[src/rtl/vga_timing_pkg.sv]
// vga_timing_pkg: default 640x480@60 timing constants, derived totals and sync windows
package vga_timing_pkg;

    localparam int COORD_W = 10;
    typedef logic [COORD_W-1:0] coord_t;

    localparam int VGA_H_DISPLAY = 640;
    localparam int VGA_H_FRONT   = 16;
    localparam int VGA_H_SYNC    = 96;
    localparam int VGA_H_BACK    = 48;
    localparam int VGA_V_DISPLAY = 480;
    localparam int VGA_V_FRONT   = 10;
    localparam int VGA_V_SYNC    = 2;
    localparam int VGA_V_BACK    = 33;
    localparam int VGA_TICK_DIV  = 4;

    localparam int VGA_H_TOTAL = VGA_H_DISPLAY + VGA_H_FRONT + VGA_H_SYNC + VGA_H_BACK;
    localparam int VGA_V_TOTAL = VGA_V_DISPLAY + VGA_V_FRONT + VGA_V_SYNC + VGA_V_BACK;

    localparam int VGA_HS_START = VGA_H_DISPLAY + VGA_H_FRONT;
    localparam int VGA_HS_END   = VGA_HS_START + VGA_H_SYNC - 1;
    localparam int VGA_VS_START = VGA_V_DISPLAY + VGA_V_FRONT;
    localparam int VGA_VS_END   = VGA_VS_START + VGA_V_SYNC - 1;

    // Inclusive window test used for the active-low sync pulses
    function automatic logic in_span(input coord_t c, input coord_t lo, input coord_t hi);
        return (c >= lo) && (c <= hi);
    endfunction

endpackage

[src/rtl/pixel_tick_div.sv]
// pixel_tick_div: free-running clk divider producing a one-clk pixel enable every TICK_DIV clks
module pixel_tick_div #(
    parameter int TICK_DIV = 4
) (
    input  logic clk,
    input  logic reset,
    output logic p_tick,
    output logic div_zero
);

    localparam int DW = (TICK_DIV > 2) ? $clog2(TICK_DIV) : 1;
    localparam logic [DW-1:0] DIV_LAST = DW'(TICK_DIV - 1);

    logic [DW-1:0] div;

    // Count 0..TICK_DIV-1 and wrap
    always_ff @(posedge clk or posedge reset) begin
        if (reset) div <= '0;
        else       div <= (div == DIV_LAST) ? '0 : div + 1'b1;
    end

    assign p_tick   = (div == DIV_LAST);
    assign div_zero = (div == '0);

endmodule

[src/rtl/vga_sync_gen.sv]
// vga_sync_gen: VGA pixel/line counters with registered, mutually aligned sync and coordinate outputs
module vga_sync_gen
    import vga_timing_pkg::*;
#(
    parameter int H_DISPLAY = VGA_H_DISPLAY,
    parameter int H_FRONT   = VGA_H_FRONT,
    parameter int H_SYNC    = VGA_H_SYNC,
    parameter int H_BACK    = VGA_H_BACK,
    parameter int V_DISPLAY = VGA_V_DISPLAY,
    parameter int V_FRONT   = VGA_V_FRONT,
    parameter int V_SYNC    = VGA_V_SYNC,
    parameter int V_BACK    = VGA_V_BACK,
    parameter int TICK_DIV  = VGA_TICK_DIV
) (
    input  logic               clk,
    input  logic               reset,
    output logic               p_tick,
    output logic [COORD_W-1:0] pix_x,
    output logic [COORD_W-1:0] pix_y,
    output logic               video_on,
    output logic               hsync,
    output logic               vsync,
    output logic               frame_tick
);

    localparam int H_TOTAL = H_DISPLAY + H_FRONT + H_SYNC + H_BACK;
    localparam int V_TOTAL = V_DISPLAY + V_FRONT + V_SYNC + V_BACK;

    localparam coord_t H_VIS  = coord_t'(H_DISPLAY);
    localparam coord_t V_VIS  = coord_t'(V_DISPLAY);
    localparam coord_t H_LAST = coord_t'(H_TOTAL - 1);
    localparam coord_t V_LAST = coord_t'(V_TOTAL - 1);
    localparam coord_t HS_LO  = coord_t'(H_DISPLAY + H_FRONT);
    localparam coord_t HS_HI  = coord_t'(H_DISPLAY + H_FRONT + H_SYNC - 1);
    localparam coord_t VS_LO  = coord_t'(V_DISPLAY + V_FRONT);
    localparam coord_t VS_HI  = coord_t'(V_DISPLAY + V_FRONT + V_SYNC - 1);

    coord_t h_cnt, v_cnt;
    logic   div_zero, h_last, v_last;
    logic   visible, hs_n, vs_n, first;

    pixel_tick_div #(.TICK_DIV(TICK_DIV)) u_div (
        .clk      (clk),
        .reset    (reset),
        .p_tick   (p_tick),
        .div_zero (div_zero)
    );

    assign h_last = (h_cnt == H_LAST);
    assign v_last = (v_cnt == V_LAST);

    // Advance the pixel counter on each pixel tick; the line counter steps on the same edge the pixel counter wraps
    always_ff @(posedge clk or posedge reset) begin
        if (reset) begin
            h_cnt <= '0;
            v_cnt <= '0;
        end else if (p_tick) begin
            h_cnt <= h_last ? '0 : h_cnt + 1'b1;
            if (h_last) v_cnt <= v_last ? '0 : v_cnt + 1'b1;
        end
    end

    // Decode visibility, sync windows and frame start from the current counters
    always_comb begin
        visible = (h_cnt < H_VIS) && (v_cnt < V_VIS);
        hs_n    = !in_span(h_cnt, HS_LO, HS_HI);
        vs_n    = !in_span(v_cnt, VS_LO, VS_HI);
        first   = (h_cnt == '0) && (v_cnt == '0) && div_zero;
    end

    // Register all outputs together so they change on the same edge
    always_ff @(posedge clk or posedge reset) begin
        if (reset) begin
            pix_x      <= '0;
            pix_y      <= '0;
            video_on   <= 1'b0;
            hsync      <= 1'b1;
            vsync      <= 1'b1;
            frame_tick <= 1'b0;
        end else begin
            pix_x      <= h_cnt;
            pix_y      <= v_cnt;
            video_on   <= visible;
            hsync      <= hs_n;
            vsync      <= vs_n;
            frame_tick <= first;
        end
    end

endmodule

[config.mk]
export PLATFORM = sky130hd
export DESIGN_NAME = vga_sync_gen
export DESIGN_NICKNAME = d
export VERILOG_FILES = /design/src/rtl/vga_timing_pkg.sv /design/src/rtl/pixel_tick_div.sv /design/src/rtl/vga_sync_gen.sv
export SDC_FILE = /design/constraint.sdc
export NUM_CORES = 1
export LEC_CHECK = 0
export CAP_MARGIN = 20
export CELL_PAD_IN_SITES_DETAIL_PLACEMENT = 1
export CELL_PAD_IN_SITES_GLOBAL_PLACEMENT = 2
export CORE_UTILIZATION = 35
export CTS_CLUSTER_SIZE = 20
export DETAILED_ROUTE_END_ITERATION = 12
export GPL_ROUTABILITY_DRIVEN = 0
export GPL_TIMING_DRIVEN = 0
export MAX_ROUTING_LAYER = met4
export PLACE_DENSITY = 0.86
export SYNTH_ARGS = -nofsm -noshare
export SYNTH_HDL_FRONTEND = slang
export SYNTH_SLANG_ARGS = --single-unit
[constraint.sdc]
create_clock -name clk -period 2.8 [get_ports clk]
set_input_delay 0.28 -clock clk [delete_from_list [all_inputs] [get_ports clk]]
set_output_delay 0.28 -clock clk [all_outputs]
set_load 0.03 [all_outputs]
Yosys cells after proc, flatten, opt, wreduce, memory -nomap -nowiden:

Index checks and enable logic that the tools add are counted.

* register bits: 46
* input bits: 2

* order comparisons: 6
* eq/ne operators: 3
* add/sub/neg operators: 3
* mux-type cells: 3
* reduce and logical (&&, ||, !) cells: 11

Operators by type and width (number)
* adder 10 x 1 -> 10 bit (second input constant): 2
* == test 10 bit (second input constant): 2
* logical NOT 10 bit: 2
* 2-to-1 mux 10 bit: 2
* >= comparator 10 bit (second input constant): 1
* >= comparator 10 x 9 -> 1 bit (second input constant): 1
* <= comparator 10 bit (second input constant): 1
* <= comparator 10 x 9 -> 1 bit (second input constant): 1
* < comparator 10 bit (second input constant): 1
* < comparator 10 x 9 -> 1 bit (second input constant): 1
* logical AND 1 bit: 5
* adder 2 x 1 -> 2 bit (second input constant): 1
* == test 2 bit (second input constant): 1
* logical NOT 1 bit: 2
* logical NOT 2 bit: 1
* 2-to-1 mux 2 bit: 1
* AND reduction 2 bit: 1

Longest topological paths before layout:

* depth after elaboration: 3
* depth in mapped cells: 7

Cells and area by module:

From an unflattened synthesis, not the netlist that was laid out.

* cells, all modules: 159
* area, all modules: 1863.0 µm²

Modules (own cells, without submodules)
* vga_sync_gen: cells each 151, times used 1, seq. area each 1103.6 µm², area each 1773.0 µm²
* pixel_tick_div: cells each 8, times used 1, seq. area each 50.0 µm², area each 90.1 µm²

Least setup slack after synthesis:

Ideal clock, no wire load.

* path type: register -> register
* start point: register u_div.div[0]
* end point: register v_cnt[9]
* setup slack: 0.486 ns
* cell stages (with the launch flop): 6
* path buffers: 0
* arrival: 2.236 ns
* clock period less this slack: 2.314 ns
* required time: 2.723 ns
* path through: dfrtp_1 > ha_1 > nand4_1 > or4_4 > or4_1 > a21oi_1

* longest elaborated chain between the ends: 2

Ends and longest elaborated chain
* start: declaration: line pixel_tick_div.sv:14 `logic [DW-1:0] div;`
* start signal: assignment: line pixel_tick_div.sv:19 `else div <= (div == DIV_LAST) ? '0 : div + 1'b1;`
* == test 2 bit: line pixel_tick_div.sv:22 `assign p_tick = (div == DIV_LAST);`
* net p_tick: line vga_sync_gen.sv:17 `output logic p_tick,`
* AND reduction 2 bit (no line)
* end signal: assignment: line vga_sync_gen.sv:59 `if (h_last) v_cnt <= v_last ? '0 : v_cnt + 1'b1;`
* end: declaration: line vga_sync_gen.sv:38 `coord_t h_cnt, v_cnt;`

The timed path passes the listed nets, and every way through them passes these cells.
A chain may end at the register's enable or synchronous reset.

Worst setup path in the final report:

* start point: register h_cnt[6]
* end point: register v_cnt[9]

* longest elaborated chain between the ends: 2

Ends and longest elaborated chain
* start: declaration: line vga_sync_gen.sv:38
* start signal: assignment: line vga_sync_gen.sv:58 `h_cnt <= h_last ? '0 : h_cnt + 1'b1;`
* == test 10 bit: line vga_sync_gen.sv:49 `assign h_last = (h_cnt == H_LAST);`
* AND reduction 2 bit (no line)

Every way passes these cells.

==> impl_metrics.ini <==
[critical_path]
crit_fanout = 7
criticalPathCategory = reg -> reg
start_kind = flip-flop
worst-endpoint-required_ns = 3.02
end_kind = flip-flop
critPathArrivalTime_ns = 2.67

[route]
vias = 1255
drc = 0
vias_per_cell = 5.020
dr.pass1.iters = 4
drtAntennaViolNets = 0
first_iter_violations = 63
drt-wirelength-per-cell_um = 15.37
drt-total-wl_um = 3843

[sta]
fmax_ghz = 0.4088
period_needed_ns = 2.446
rsz0062_at_grt = no
finalClockSkew_ns = 0.006845
drv_slew = 0
final_hold_viol_count = 0
slew_headroom_pct = 38.36
tightest_slew_ns = 0.9233
tns_ns = 0
fin_crit_sh_pct = 87.36
setup_viol = 0

[die]
die-area_sq_um = 5449
fp.dieW_um = 73.82
die_y_um = 73.82
initial_core_util_pct = 37.24
coreArea_sq_um = 4848
ios = 27
row_count = 25

[layout]
area_growth_syn_to_layout_pct = 26.68
final_layout_size_suffix_gt1_share_pct = 7.650
antennaDiodeCount = 0
finish.net_count = 190

[synthesis]
synth-seq-cells = 46
synth_fp_nets = 157
syn_avg_cell_area_sq_um = 12.12
yosys.area_share.simple_pct = 17.53
synth_mux_area_share_pct = 0.5544
synth-compound-area-share_pct = 6.237
synth_top_family_by_area = simple AND/OR/NAND/NOR gates
synth_area_leaders = dfrtp_1 (61%), ha_1 (4.2%), nand3_1 (3.3%), dfstp_2 (2.9%), xnor2_1 (2.4%)
yosys.area_share.adder_pct = 4.158
yosysTopAreaCell = dfrtp_1
synth-xor-area-share_pct = 4.851
ys_seq_area_share_pct = 63.89
yosys_warnings = 0
synth_cells = 149
ys_types = 33
synth_top_area_share_pct = 60.98
syn_area_sq_um = 1805

[flow_run]
maxCapViolCount = 0

[place]
port_buffers = 26
dpl.hpwl_um = 2719

[power_and_ir_drop]
total_power_mw = 1.261
p_leak_nw = 1.013
peakVddDrop_mv = 0.2615
p_per_area_nw_per_um2 = 551.5

[grt]
grt_pass1_wl_um = 6396
grt_use_total_pct = 16.64
grt_pass1_vias = 1339
antenna_found_initial = 0
grt_overflow = 0
grt_max_degree = 47

[cts]
post_cts.repair.setup_buffers = 0
numCtsBuffers = 5
cts_tree = done
clk_latency_ns = 0.30
clock_sinks = 46
root_buffer = clkbuf_8
hold_buffers = 0
clk_path_buf_depth = 2
post_cts_resized = 0
cts.clk_slew.worst_paths_ns = 0.09
htreeDepth = 2

[worst_hold_path]
hp-class = reg -> reg

[status]
status = finished, final reports clean
## per-stage QoR
stage	worst slack, ns	area, sq um	utilization [%]	hold slack, ns	instances
floorplan	0.4865	1805	-	0.3548	149
global placement	0.4345	2150	44.34	0.3586	242
detailed placement	0.3643	2150	44.34	0.3723	242
CTS	0.3206	2287	47.17	0.3979	250
global route	0.2255	2287	47.17	0.4156	250
finish	0.3539	2287	47.17	0.3954	250
## final cells by class
type,count,area (sq um)
Inverter,9,33.78
Buffer,3,16.27
Clock inverter,3,68.82
Clock buffer,5,68.82
Timing Repair Buffer,26,260.3
Sequential cell,46,1154
Tap cell,67,83.83
Multi-Input combinational cell,91,601.8
Fill cell,515,2561
## flip-flops by register name, summed over array words and instances, names as in the netlist
register	flops
u_div.div	2
hsync	1
h_cnt	10
pix_y	10
pix_x	10
vsync	1
video_on	1
v_cnt	10
frame_tick	1
## worst max-delay path, stage by stage (launching register included)
cell	delay, ns
dfrtp_1	0.46
or4b_1	0.54
buf_2	0.18
or4_4	0.51
or4_1	0.51
a21oi_1	0.17
## final timing paths
| kind | cells past startpoint | endpoint | slack (ns) | startpoint |
|---|---|---|---|---|
| max reg2reg | 5 | v_cnt[9] | 0.35 | h_cnt[6] |
| min reg2reg | 0 | pix_x[4] | 0.40 | h_cnt[4] |
| max | 5 | v_cnt[9] | 0.35 | h_cnt[6] |
| min | 0 | pix_x[4] | 0.40 | h_cnt[4] |
| min in group asynchronous | 2 | pix_y[7] | 0.50 | reset |
| max in group asynchronous | 2 | pix_x[5] | 1.72 | reset |
## synth_stat cells
master and count:
a21o_1 2, a21oi_1 2, and2_1 1, and3_1 2, and4_1 1, buf_2 1, buf_4 1, clkbuf_1 1
dfrtp_1 44, dfstp_2 2, ha_1 6, inv_1 9, mux2i_1 1, nand2_1 10, nand3_1 12, nand4_1 4
nor2_1 7, nor2b_1 2, nor3_1 4, nor3b_1 1, nor4_1 3, nor4b_1 3, o211a_1 1, o21a_1 2
o21ai_0 6, o311ai_0 2, o31ai_1 2, or3_1 3, or4_1 2, or4_4 1, or4b_1 1, xnor2_1 5
xor2_1 5
## metal layers
layer	track usage (%)	vias to the layer above	wire (um)	share of wire, %
met5	-	-	0	0
met4	7.051	0	70	1.8
met3	4.527	8	123	3.2
met2	27.52	19	1985	52
met1	18.98	641	1664	43
li1	-	587	-	-
## kinds of logic after synthesis
kind of cell | after synthesis
XOR/XNOR | 10
AND/OR/NAND/NOR | 57
multiplexers | 1
buffers and inverters | 12
AO/OA/AOI/OAI | 17
flip-flops | 46
adder cells (fa/ha/maj) | 6
## power breakdown
part           total, mW  switching, mW  internal (mW)  leakage (nW)
clock              0.584          0.226          0.357        0.0683
combinational     0.0136         0.0123        0.00133         0.339
sequential         0.664              0          0.664         0.606
total               1.26          0.239           1.02          1.01
## layout by cell type (no fill, tap or decap), types with 2 or more instances in the layout
master and instances:
inv_1 8, xor2_1 5, o21ai_0 6, nand3_1 12, o311ai_0 2, nor4b_1 3
nor4_1 3, o21a_1 2, or4_1 2, dfrtp_1 44, a21oi_1 2, dfstp_2 2
a21o_1 2, nand4_1 4, and3_1 2, ha_1 6, nor2_1 7, bufinv_16 2
nor2b_1 2, nor3_1 4, clkdlybuf4s50_1 26, nand2_1 10, o31ai_1 2, xnor2_1 5
clkbuf_8 5, or3_1 3
(Power assumes the default switching activity.)
